<file path="src/rtl/scene_recovery_pkg.sv">
// Shared defaults and state encoding for the dehaze scene-recovery pipeline.
package scene_recovery_pkg;

  localparam int DATA_W_DEF   = 8;
  localparam int T_W_DEF      = 8;
  localparam int T_MIN_DEF    = 26;
  localparam int CHANNELS_DEF = 3;
  localparam int N_DEF        = DATA_W_DEF + T_W_DEF;

  typedef enum logic [1:0] {
    IDLE = 2'd0,
    DIV  = 2'd1,
    HOLD = 2'd2
  } state_e;

endpackage

</file>
<file path="src/rtl/scene_recovery_pipe_seq_divider.sv">
// Restoring bit-serial divider: one quotient bit per cycle, MSB first, NUM_W cycles after start.
module seq_divider #(
  parameter int NUM_W = 16,
  parameter int DEN_W = 8
) (
  input  logic             clock,
  input  logic             reset_n,
  input  logic             start,
  input  logic [NUM_W-1:0] num,
  input  logic [DEN_W-1:0] den,
  output logic [NUM_W-1:0] quo
);

  localparam int CNT_W = $clog2(NUM_W + 1);

  logic [NUM_W-1:0] shreg_q, shreg_d;
  logic [DEN_W-1:0] rem_q, rem_d;
  logic [DEN_W-1:0] den_q, den_d;
  logic [CNT_W-1:0] cnt_q, cnt_d;
  logic             busy_q, busy_d;
  logic [DEN_W:0]   trial;
  logic [DEN_W:0]   diff;

  // Dividend bits shift out of the top while quotient bits shift in at the bottom.
  always_comb begin
    shreg_d = shreg_q;
    rem_d   = rem_q;
    den_d   = den_q;
    cnt_d   = cnt_q;
    busy_d  = busy_q;
    trial   = {rem_q, shreg_q[NUM_W-1]};
    diff    = trial - {1'b0, den_q};
    if (start) begin
      shreg_d = num;
      rem_d   = '0;
      den_d   = den;
      cnt_d   = '0;
      busy_d  = 1'b1;
    end else if (busy_q) begin
      if (trial >= {1'b0, den_q}) begin
        rem_d   = diff[DEN_W-1:0];
        shreg_d = {shreg_q[NUM_W-2:0], 1'b1};
      end else begin
        rem_d   = trial[DEN_W-1:0];
        shreg_d = {shreg_q[NUM_W-2:0], 1'b0};
      end
      cnt_d = cnt_q + 1'b1;
      if (cnt_q == CNT_W'(NUM_W - 1)) busy_d = 1'b0;
    end
  end

  always_ff @(posedge clock or negedge reset_n) begin
    if (!reset_n) begin
      shreg_q <= '0;
      rem_q   <= '0;
      den_q   <= '0;
      cnt_q   <= '0;
      busy_q  <= 1'b0;
    end else begin
      shreg_q <= shreg_d;
      rem_q   <= rem_d;
      den_q   <= den_d;
      cnt_q   <= cnt_d;
      busy_q  <= busy_d;
    end
  end

  assign quo = shreg_q;

endmodule

</file>
<file path="src/rtl/scene_recovery_pipe.sv">
// Multi-channel dehaze recovery J = A + (I - A)/t with t floored, one shared handshake, saturating output.
module scene_recovery_pipe
  import scene_recovery_pkg::*;
#(
  parameter int DATA_W   = DATA_W_DEF,
  parameter int CHANNELS = CHANNELS_DEF,
  parameter int T_W      = T_W_DEF,
  parameter int T_MIN    = T_MIN_DEF
) (
  input  logic                         clock,
  input  logic                         reset_n,
  input  logic                         in_valid,
  output logic                         in_ready,
  input  logic [CHANNELS*DATA_W-1:0]   in_pix,
  input  logic [CHANNELS*DATA_W-1:0]   in_atm,
  input  logic [T_W-1:0]               in_t,
  input  logic                         bypass,
  output logic                         out_valid,
  input  logic                         out_ready,
  output logic [CHANNELS*DATA_W-1:0]   out_pix,
  output logic                         out_clamp
);

  localparam int N     = DATA_W + T_W;
  localparam int CNT_W = $clog2(N + 1);

  state_e                       state_q, state_d;
  logic [CNT_W-1:0]             cnt_q, cnt_d;
  logic [CHANNELS*DATA_W-1:0]   pix_q, pix_d;
  logic [CHANNELS*DATA_W-1:0]   atm_q, atm_d;
  logic [CHANNELS-1:0]          sign_q, sign_d;
  logic                         bypass_q, bypass_d;
  logic [CHANNELS*DATA_W-1:0]   out_pix_q, out_pix_d;
  logic                         out_clamp_q, out_clamp_d;

  logic                         start;
  logic [T_W-1:0]               t_eff;
  logic [CHANNELS-1:0]          sign_in;
  logic [CHANNELS-1:0]          clamp_vec;
  logic [CHANNELS*DATA_W-1:0]   j_vec;

  assign start = (state_q == IDLE) && in_valid;
  assign t_eff = (in_t < T_W'(T_MIN)) ? T_W'(T_MIN) : in_t;

  generate
    for (genvar gi = 0; gi < CHANNELS; gi++) begin : g_ch
      logic [DATA_W-1:0] i_in, a_in, d_in, a_cap, j_c;
      logic [N-1:0]      quo;
      logic [N:0]        sum;
      logic              clamp_c;

      assign i_in        = in_pix[gi*DATA_W +: DATA_W];
      assign a_in        = in_atm[gi*DATA_W +: DATA_W];
      assign sign_in[gi] = i_in > a_in;
      assign d_in        = sign_in[gi] ? (i_in - a_in) : (a_in - i_in);
      assign a_cap       = atm_q[gi*DATA_W +: DATA_W];

      // The divider loads straight from the port on the accept edge so its N steps start immediately.
      seq_divider #(.NUM_W(N), .DEN_W(T_W)) u_div (
        .clock   (clock),
        .reset_n (reset_n),
        .start   (start),
        .num     ({d_in, {T_W{1'b0}}}),
        .den     (t_eff),
        .quo     (quo)
      );

      always_comb begin
        sum     = {1'b0, {T_W{1'b0}}, a_cap} + {1'b0, quo};
        clamp_c = 1'b0;
        j_c     = '0;
        if (sign_q[gi]) begin
          clamp_c = sum > {{(N+1-DATA_W){1'b0}}, {DATA_W{1'b1}}};
          j_c     = clamp_c ? {DATA_W{1'b1}} : sum[DATA_W-1:0];
        end else begin
          clamp_c = quo > {{T_W{1'b0}}, a_cap};
          j_c     = clamp_c ? '0 : (a_cap - quo[DATA_W-1:0]);
        end
      end

      assign j_vec[gi*DATA_W +: DATA_W] = j_c;
      assign clamp_vec[gi]              = clamp_c;
    end
  endgenerate

  // Count N is the extra cycle in which the finished quotient is saturated and registered.
  always_comb begin
    state_d     = state_q;
    cnt_d       = cnt_q;
    pix_d       = pix_q;
    atm_d       = atm_q;
    sign_d      = sign_q;
    bypass_d    = bypass_q;
    out_pix_d   = out_pix_q;
    out_clamp_d = out_clamp_q;
    unique case (state_q)
      IDLE: begin
        if (in_valid) begin
          pix_d    = in_pix;
          atm_d    = in_atm;
          sign_d   = sign_in;
          bypass_d = bypass;
          cnt_d    = '0;
          state_d  = DIV;
        end
      end
      DIV: begin
        if (cnt_q == CNT_W'(N)) begin
          out_pix_d   = bypass_q ? pix_q : j_vec;
          out_clamp_d = bypass_q ? 1'b0 : (|clamp_vec);
          state_d     = HOLD;
        end else begin
          cnt_d = cnt_q + 1'b1;
        end
      end
      HOLD: begin
        if (out_ready) state_d = IDLE;
      end
      default: state_d = IDLE;
    endcase
  end

  always_ff @(posedge clock or negedge reset_n) begin
    if (!reset_n) begin
      state_q     <= IDLE;
      cnt_q       <= '0;
      pix_q       <= '0;
      atm_q       <= '0;
      sign_q      <= '0;
      bypass_q    <= 1'b0;
      out_pix_q   <= '0;
      out_clamp_q <= 1'b0;
    end else begin
      state_q     <= state_d;
      cnt_q       <= cnt_d;
      pix_q       <= pix_d;
      atm_q       <= atm_d;
      sign_q      <= sign_d;
      bypass_q    <= bypass_d;
      out_pix_q   <= out_pix_d;
      out_clamp_q <= out_clamp_d;
    end
  end

  assign in_ready  = (state_q == IDLE);
  assign out_valid = (state_q == HOLD);
  assign out_pix   = out_pix_q;
  assign out_clamp = out_clamp_q;

endmodule

</file>
<file path="config.mk">
export PLATFORM = sky130hd
export DESIGN_NAME = scene_recovery_pipe
export DESIGN_NICKNAME = d
export VERILOG_FILES = /design/src/rtl/scene_recovery_pkg.sv /design/src/rtl/scene_recovery_pipe_seq_divider.sv /design/src/rtl/scene_recovery_pipe.sv
export SDC_FILE = /design/constraint.sdc
export NUM_CORES = 1
export LEC_CHECK = 0
export BUFFER_PORTS_ARGS = -buffer_cell sky130_fd_sc_hd__buf_2
export CORE_MARGIN = 4
export CORE_UTILIZATION = 40
export DETAILED_ROUTE_END_ITERATION = 8
export HOLD_SLACK_MARGIN = 0.12
export SETUP_SLACK_MARGIN = 0.15
export SYNTH_ARGS = -nofsm -noshare
export SYNTH_HDL_FRONTEND = slang
export SYNTH_HIERARCHICAL = 1
export SYNTH_SLANG_ARGS = --single-unit
</file>
<file path="constraint.sdc">
create_clock -name clock -period 2.7 [get_ports clock]
set_input_delay 0.54 -clock clock [delete_from_list [all_inputs] [get_ports clock]]
set_output_delay 0.54 -clock clock [all_outputs]
set_load 0.01 [all_outputs]
</file>
# --- Word-level counts from Yosys, hierarchy flattened ---
# Cells that the tools add are included.
word_totals:
  reg_bits: 182
  input_bits: 61
  output_inout_bits: 27
  wordCells: 132
op_classes:
  add_sub_neg: 19
  order_cmp: 13
  n_eq_ne: 10
  muxes: 58
  reduce_logical: 11
ops:
  columns: ["operator", "n"]
  rows:
  - ["8-bit 2-to-1 mux", 22]
  - ["16-bit 2-to-1 mux", 6]
  - ["8-bit subtractor", 12]
  - ["8-bit by 16-bit adder with 17-bit output", 3]
  - ["17-bit by 8-bit > comparator with 1-bit output, second input constant", 3]
  - ["16-bit by 8-bit > comparator with 1-bit output", 3]
  - ["5-bit 2-to-1 mux", 8]
  - ["9-bit by 8-bit greater-or-equal comparator with 1-bit output", 3]
  - ["8-bit > comparator", 3]
  - ["24-bit 2-to-1 mux", 1]
  - ["5-bit by 1-bit adder with 5-bit output, second input constant", 4]
  - ["1-bit 2-to-1 mux", 16]
  - ["5-bit by 4-bit equality test with 1-bit output, second input constant", 3]
  - ["5-bit case mux with 2 select lines", 1]
  - ["8-bit by 5-bit less-than comparator with 1-bit output, second input constant", 1]
  - ["2-bit nonzero test", 4]
  - ["2-bit 2-to-1 mux", 3]
  - ["2-bit != test, second input constant", 3]
  - ["2-bit case mux with 3 select lines", 1]
  - ["3-bit AND reduction", 2]
  - ["5-bit equality test, second input constant", 1]
  - ["2-bit AND reduction", 2]
  - ["3-bit OR reduction", 1]
  - ["2-bit by 1-bit equality test with 1-bit output, second input constant", 1]
  - ["4 further kinds", 4]

# --- Longest topological paths before layout ---
logic_depth:
  depth_word: 5
  ltp_mapped: 14
  mapped_depth_nobuf: 13

# --- Cells and area by module ---
# The synthesis kept the hierarchy.
by_module_without_submodules:
  columns: ["module", "instances", "cells_per_inst", "area_per_inst_um2", "seq_area_each_um2"]
  rows:
  - ["scene_recovery_pipe", 1, 1154, 9078.7, 2102.0]
  - ["seq_divider at g_ch[0].u_div ...", 2, 215, 2075.7, 950.9]
  - ["seq_divider at g_ch[1].u_div", 1, 224, 2124.5, 950.9]

# --- Worst setup path after synthesis ---
# Ideal clock, no wire load.
synth_timing:
  kind: "input-to-reg"
  startpoint: "input port in_pix[10]"
  endpoint: "register g_ch[1].u_div.shreg_q[15]"
  setup_ps: 83
  arrival_ps: 2700
  t_required_ps: 2617
  path_slack_ps: -82
  path_stages: 13
  n_path_buf: 1
  cell_sequence: "inv_1 > ha_1 > nor2b_1 > o31a_1 > o211ai_1 > a21o_1 > buf_2 > mux2i_1 > inv_1 > o21a_1 > a311oi_1 > nand2_1 > o21ai_0"
synth_between:
  elab_chain_len: 3
  word_cells_on_any_way: 5
  cone_classes: "add/sub: 2; order compare: 1; mux: 2"
synth_lines:
  columns: ["item", "line", "source"]
  rows:
  - ["start, declared", "scene_recovery_pipe.sv:14", "input logic [CHANNELS*DATA_W-1:0] in_pix,"]
  - ["8-bit subtractor / 8-bit > comparator (equally long branches)", "scene_recovery_pipe.sv:55, scene_recovery_pipe.sv:54", null]
  - ["8-bit 2-to-1 mux (*)", "scene_recovery_pipe.sv:55", "assign d_in = sign_in[gi] ? (i_in - a_in) : (a_in - i_in);"]
  - ["net g_ch[1].d_in[7]", "scene_recovery_pipe.sv:47", "logic [DATA_W-1:0] i_in, a_in, d_in, a_cap, j_c;"]
  - ["16-bit 2-to-1 mux (*)", "scene_recovery_pipe_seq_divider.sv:33", "if (start) begin"]
  - ["end signal, assigned", "scene_recovery_pipe_seq_divider.sv:60", "shreg_q <= shreg_d;"]
  - ["end, declared", "scene_recovery_pipe_seq_divider.sv:16", "logic [NUM_W-1:0] shreg_q, shreg_d;"]
# Mark *: on every way through the listed nets, which the timed path passes. The rest lies on a longest branch.
# A chain may end at the register's enable or synchronous reset.

# --- Worst setup path after layout ---
layout_timing:
  startpoint: "register atm_q[16]"
  endpoint: "register out_pix_q[23] (netlist: out_pix[23])"
layout_between:
  elab_chain_len: 5
  word_cells_on_any_way: 8
  cone_classes: "add/sub: 2; order compare: 2; mux: 4"
layout_lines:
  columns: ["item", "line", "source"]
  rows:
  - ["start, declared", "scene_recovery_pipe.sv:30", "logic [CHANNELS*DATA_W-1:0] atm_q, atm_d;"]
  - ["start signal, assigned", "scene_recovery_pipe.sv:137", "atm_q <= atm_d;"]
  - ["8-bit by 16-bit adder with 17-bit output", "scene_recovery_pipe.sv:69", "sum = {1'b0, {T_W{1'b0}}, a_cap} + {1'b0, quo};"]
  - ["17-bit by 8-bit > comparator with 1-bit output", "scene_recovery_pipe.sv:73", "clamp_c = sum > {{(N+1-DATA_W){1'b0}}, {DATA_W{1'b1}}};"]
  - ["8-bit 2-to-1 mux", "scene_recovery_pipe.sv:74", "j_c = clamp_c ? {DATA_W{1'b1}} : sum[DATA_W-1:0];"]
  - ["8-bit 2-to-1 mux (*)", "scene_recovery_pipe.sv:72", "if (sign_q[gi]) begin"]
  - ["24-bit 2-to-1 mux (*)", "scene_recovery_pipe.sv:109", "out_pix_d = bypass_q ? pix_q : j_vec;"]
  - ["end signal, assigned", "scene_recovery_pipe.sv:140", "out_pix_q <= out_pix_d;"]
  - ["end, declared", "scene_recovery_pipe.sv:33", "logic [CHANNELS*DATA_W-1:0] out_pix_q, out_pix_d;"]
# Every way passes the cells marked *; elsewhere a longest branch is shown, timed or not.

==> impl_metrics.json <==
{
  "r2r-end": "out_pix[23]",
  "dieArea_um2": 41600,
  "worstPathRequired_ps": 3010,
  "hold-worst-slack_ps": 281,
  "design_area_um2": 19700,
  "postLayoutSetupSlackWorst_ps": -195,
  "cts_buffers": 17,
  "grt_pass1_vias": 13600,
  "async_flop_share": 1.00,
  "core_um2": 37800,
  "start_util": 0.407,
  "synth_area_um2": 15400,
  "crit_end": "out_pix[23]",
  "ios": 88,
  "clk_latency_ps": 460,
  "gp_congestion": 0.936,
  "cap_violations": 0,
  "fin_nets": 2327,
  "fmax_mhz": 345,
  "cts.clk_slew.worst_paths_ps": 80,
  "firstDrtPassIters": 5,
  "reg2reg_from": "atm_q[16]",
  "cp.arrival_ps": 3200,
  "setup_violations": 17,
  "seq_area_um2": 4960,
  "grt.overflow.total": 0,
  "finalCritPeriodShare": 1.07,
  "antenna_found_initial": 0,
  "final_common_cell": "buf_4",
  "grt_use_met3": 0.0313,
  "hpwlAfterDp_um": 31900,
  "power.density_nw_per_um2": 1250,
  "num_vias": 13900,
  "ant_nets": 0,
  "dpl_cell_area_um2": 18100,
  "synthFlopType": "dfrtp_1",
  "run_status": "finished, violations left",
  "violations": "negative setup slack",
  "path_max_fanout": 4,
  "synth_cell_types": 90,
  "ys_seq_elements": 198,
  "die_h_um": 204,
  "crit_slowest_cell": "dfrtp_1",
  "cts_root_buf": "clkbuf_16",
  "drv_slew": 0,
  "vias_per_cell": 5.30,
  "cts_sinks": 198,
  "drive_above_1_share": 0.258,
  "crit_type": "flip-flop to flip-flop",
  "grt_max_degree": 91,
  "syn_to_final_growth_pct": 28.1,
  "ys_seq_area_frac": 0.323,
  "cp_cell_sequence": "ha_2, inv_2, fa_2, o21bai_4, a2111oi_4, buf_4, a211oi_4, a21boi_2, a211oi_2, buf_4, buf_12, o2111ai_4, a22oi_2, o221ai_1",
  "dr.first_iter.drc_count": 727,
  "reg2reg_depth": 14,
  "final_cell_mix": "buf_4 (233), nand2_1 (204), dfrtp_1 (196)",
  "min_period_ps": 2900,
  "pre_cts_ws_ps": -330,
  "grt_use_met1": 0.268,
  "die_width_um": 204,
  "wirelength_um": 42300,
  "synth_warnings": 6,
  "antenna_cells": 0,
  "wl_per_cell_um": 16.1,
  "ir_drop_v": 0.000487,
  "rsz0062_at_grt": "true",
  "hold_path_class": "input pin to flip-flop",
  "finalHoldViolations": 0,
  "nFillCells": 3514,
  "power.total_mw": 24.5,
  "p_leak_nw": 9.53,
  "cts_tree": "done",
  "placement.io_buffers": 87,
  "cts-htree-levels": 4,
  "syn_area_per_cell_um2": 8.49,
  "regToRegSetupSlack_ps": -200,
  "max-clock-path-buffers": 2,
  "grtUsageMet2": 0.336,
  "finalClockSkew_ps": 11.5,
  "cpMostUsedCell": "buf_4",
  "synth-edff-count": 0,
  "multiInputGateArea_um2": 10300,
  "rows": 71,
  "cp-startpoint": "atm_q[16]",
  "post-route-drc-count": 0,
  "timing.slew.headroom": 0.481,
  "syn_inst": 1808,
  "slowest_delay_ps": 370,
  "cp-start-kind": "flip-flop",
  "cp-end-kind": "flip-flop",
  "grt.busiest_layer": "met2",
  "worst_slew_pin_slew_ps": 779,
  "grt_pass1_wl_um": 68600,
  "grt_usage": 0.199
}
-- registers in the layout, summed over array words and instances, names as in the netlist --
| signal | count |
|---|---|
| pix_q | 24 |
| atm_q | 24 |
| state_q | 2 |
| g_ch.u_div/quo | 48 |
| g_ch.u_div/den_q | 24 |
| bypass_q | 1 |
| g_ch.u_div/rem_q | 24 |
| g_ch.u_div/busy_q | 3 |
| out_clamp | 1 |
| cnt_q | 5 |
| out_pix | 24 |
| sign_q | 3 |
| g_ch.u_div/cnt_q | 15 |
-- repair_timing --
item,4_1_cts,5_1_grt
pin swaps,30,45
gates resized for setup,64,93
cloned,1,1
hold endpoints to repair,53,0
setup buffers,14,14
endpoints found under the setup margin,26,34
hold buffers,1,0
-- per-layer routing --
layer	up-vias	wire length [µm]
met5	-	0
met4	0	753
met3	47	1660
met2	272	20200
met1	6697	19700
li1	6908	-
-- area by class of cell --
type                            count  share of cell area
Clock buffer                       18              0.0218
Clock inverter                     14             0.00808
Inverter                          191              0.0377
Multi-Input combinational cell   1361               0.522
Sequential cell                   198               0.252
Tap cell                          511              0.0325
Timing Repair Buffer              336               0.126
-- critical path, delay by kind of cell, from the launching register on --
kind            cells  cell delay [ps]
compound gates      8             1340
fa+ha+maj           2              560
buf+inv             4              470
flops               1              370
-- worst min path at each step --
stage               slack, ps       from         end  cells after the start
global placement          470  pix_q[15]   pix_q[15]                      2
detailed placement        470  pix_q[15]   pix_q[15]                      2
finish                    280  out_ready  state_q[1]                      2
CTS                       260  out_ready  state_q[1]                      2
floorplan                 240    reset_n    atm_q[0]                      0
global route              280  out_ready  state_q[1]                      2
-- synthesized netlist by cell type, types with 17 or more instances --
cell type | count | share of area
nand4_1 | 22 | 0.0090
nand2b_1 | 32 | 0.013
o21ai_0 | 174 | 0.057
o221ai_1 | 23 | 0.013
a21oi_1 | 91 | 0.030
a21o_1 | 27 | 0.013
a211oi_1 | 31 | 0.015
ha_1 | 146 | 0.12
xnor2_1 | 20 | 0.011
xor2_1 | 17 | 0.0097
nand2_1 | 206 | 0.050
nor2_1 | 122 | 0.030
inv_1 | 187 | 0.046
nand3_1 | 30 | 0.0098
nor3_1 | 19 | 0.0062
nor2b_1 | 26 | 0.011
clkbuf_1 | 63 | 0.015
a31oi_1 | 18 | 0.0073
o21a_1 | 17 | 0.0083
dfrtp_1 | 198 | 0.32
mux2i_1 | 81 | 0.053
-- where the power goes --
part,internal [mW],switching [mW]
Sequential,4.44,1.41
Combinational,7.51,8.55
Clock,1.32,1.29
Total,13.3,11.2
-- stage by stage --
step                      setup TNS [ps]   util  cells
final                              -1710  0.521   2629
after global routing               -3970  0.521   2629
after CTS                          -1190  0.508   2614
after detailed placement           -6940  0.480   2566
after global placement             -4300  0.480   2566
after floorplan                        0      -   1831
-- logic make-up (layout without fill, tap and decap cells) --
logic type | after synthesis | count (layout) | synth area share
AOI/OAI and AO/OA | 527 | 529 | 0.229
xor gates and xnor gates | 37 | 37 | 0.0211
adders and majority gates | 161 | 161 | 0.139
buffers and inverters | 274 | 559 | 0.0690
DFF | 198 | 198 | 0.323
muxes | 92 | 92 | 0.0614
other | 1 | 24 | 0.000244
and+or+nand+nor | 518 | 518 | 0.158
No activity file was read; power rests on OpenSTA's default activity.
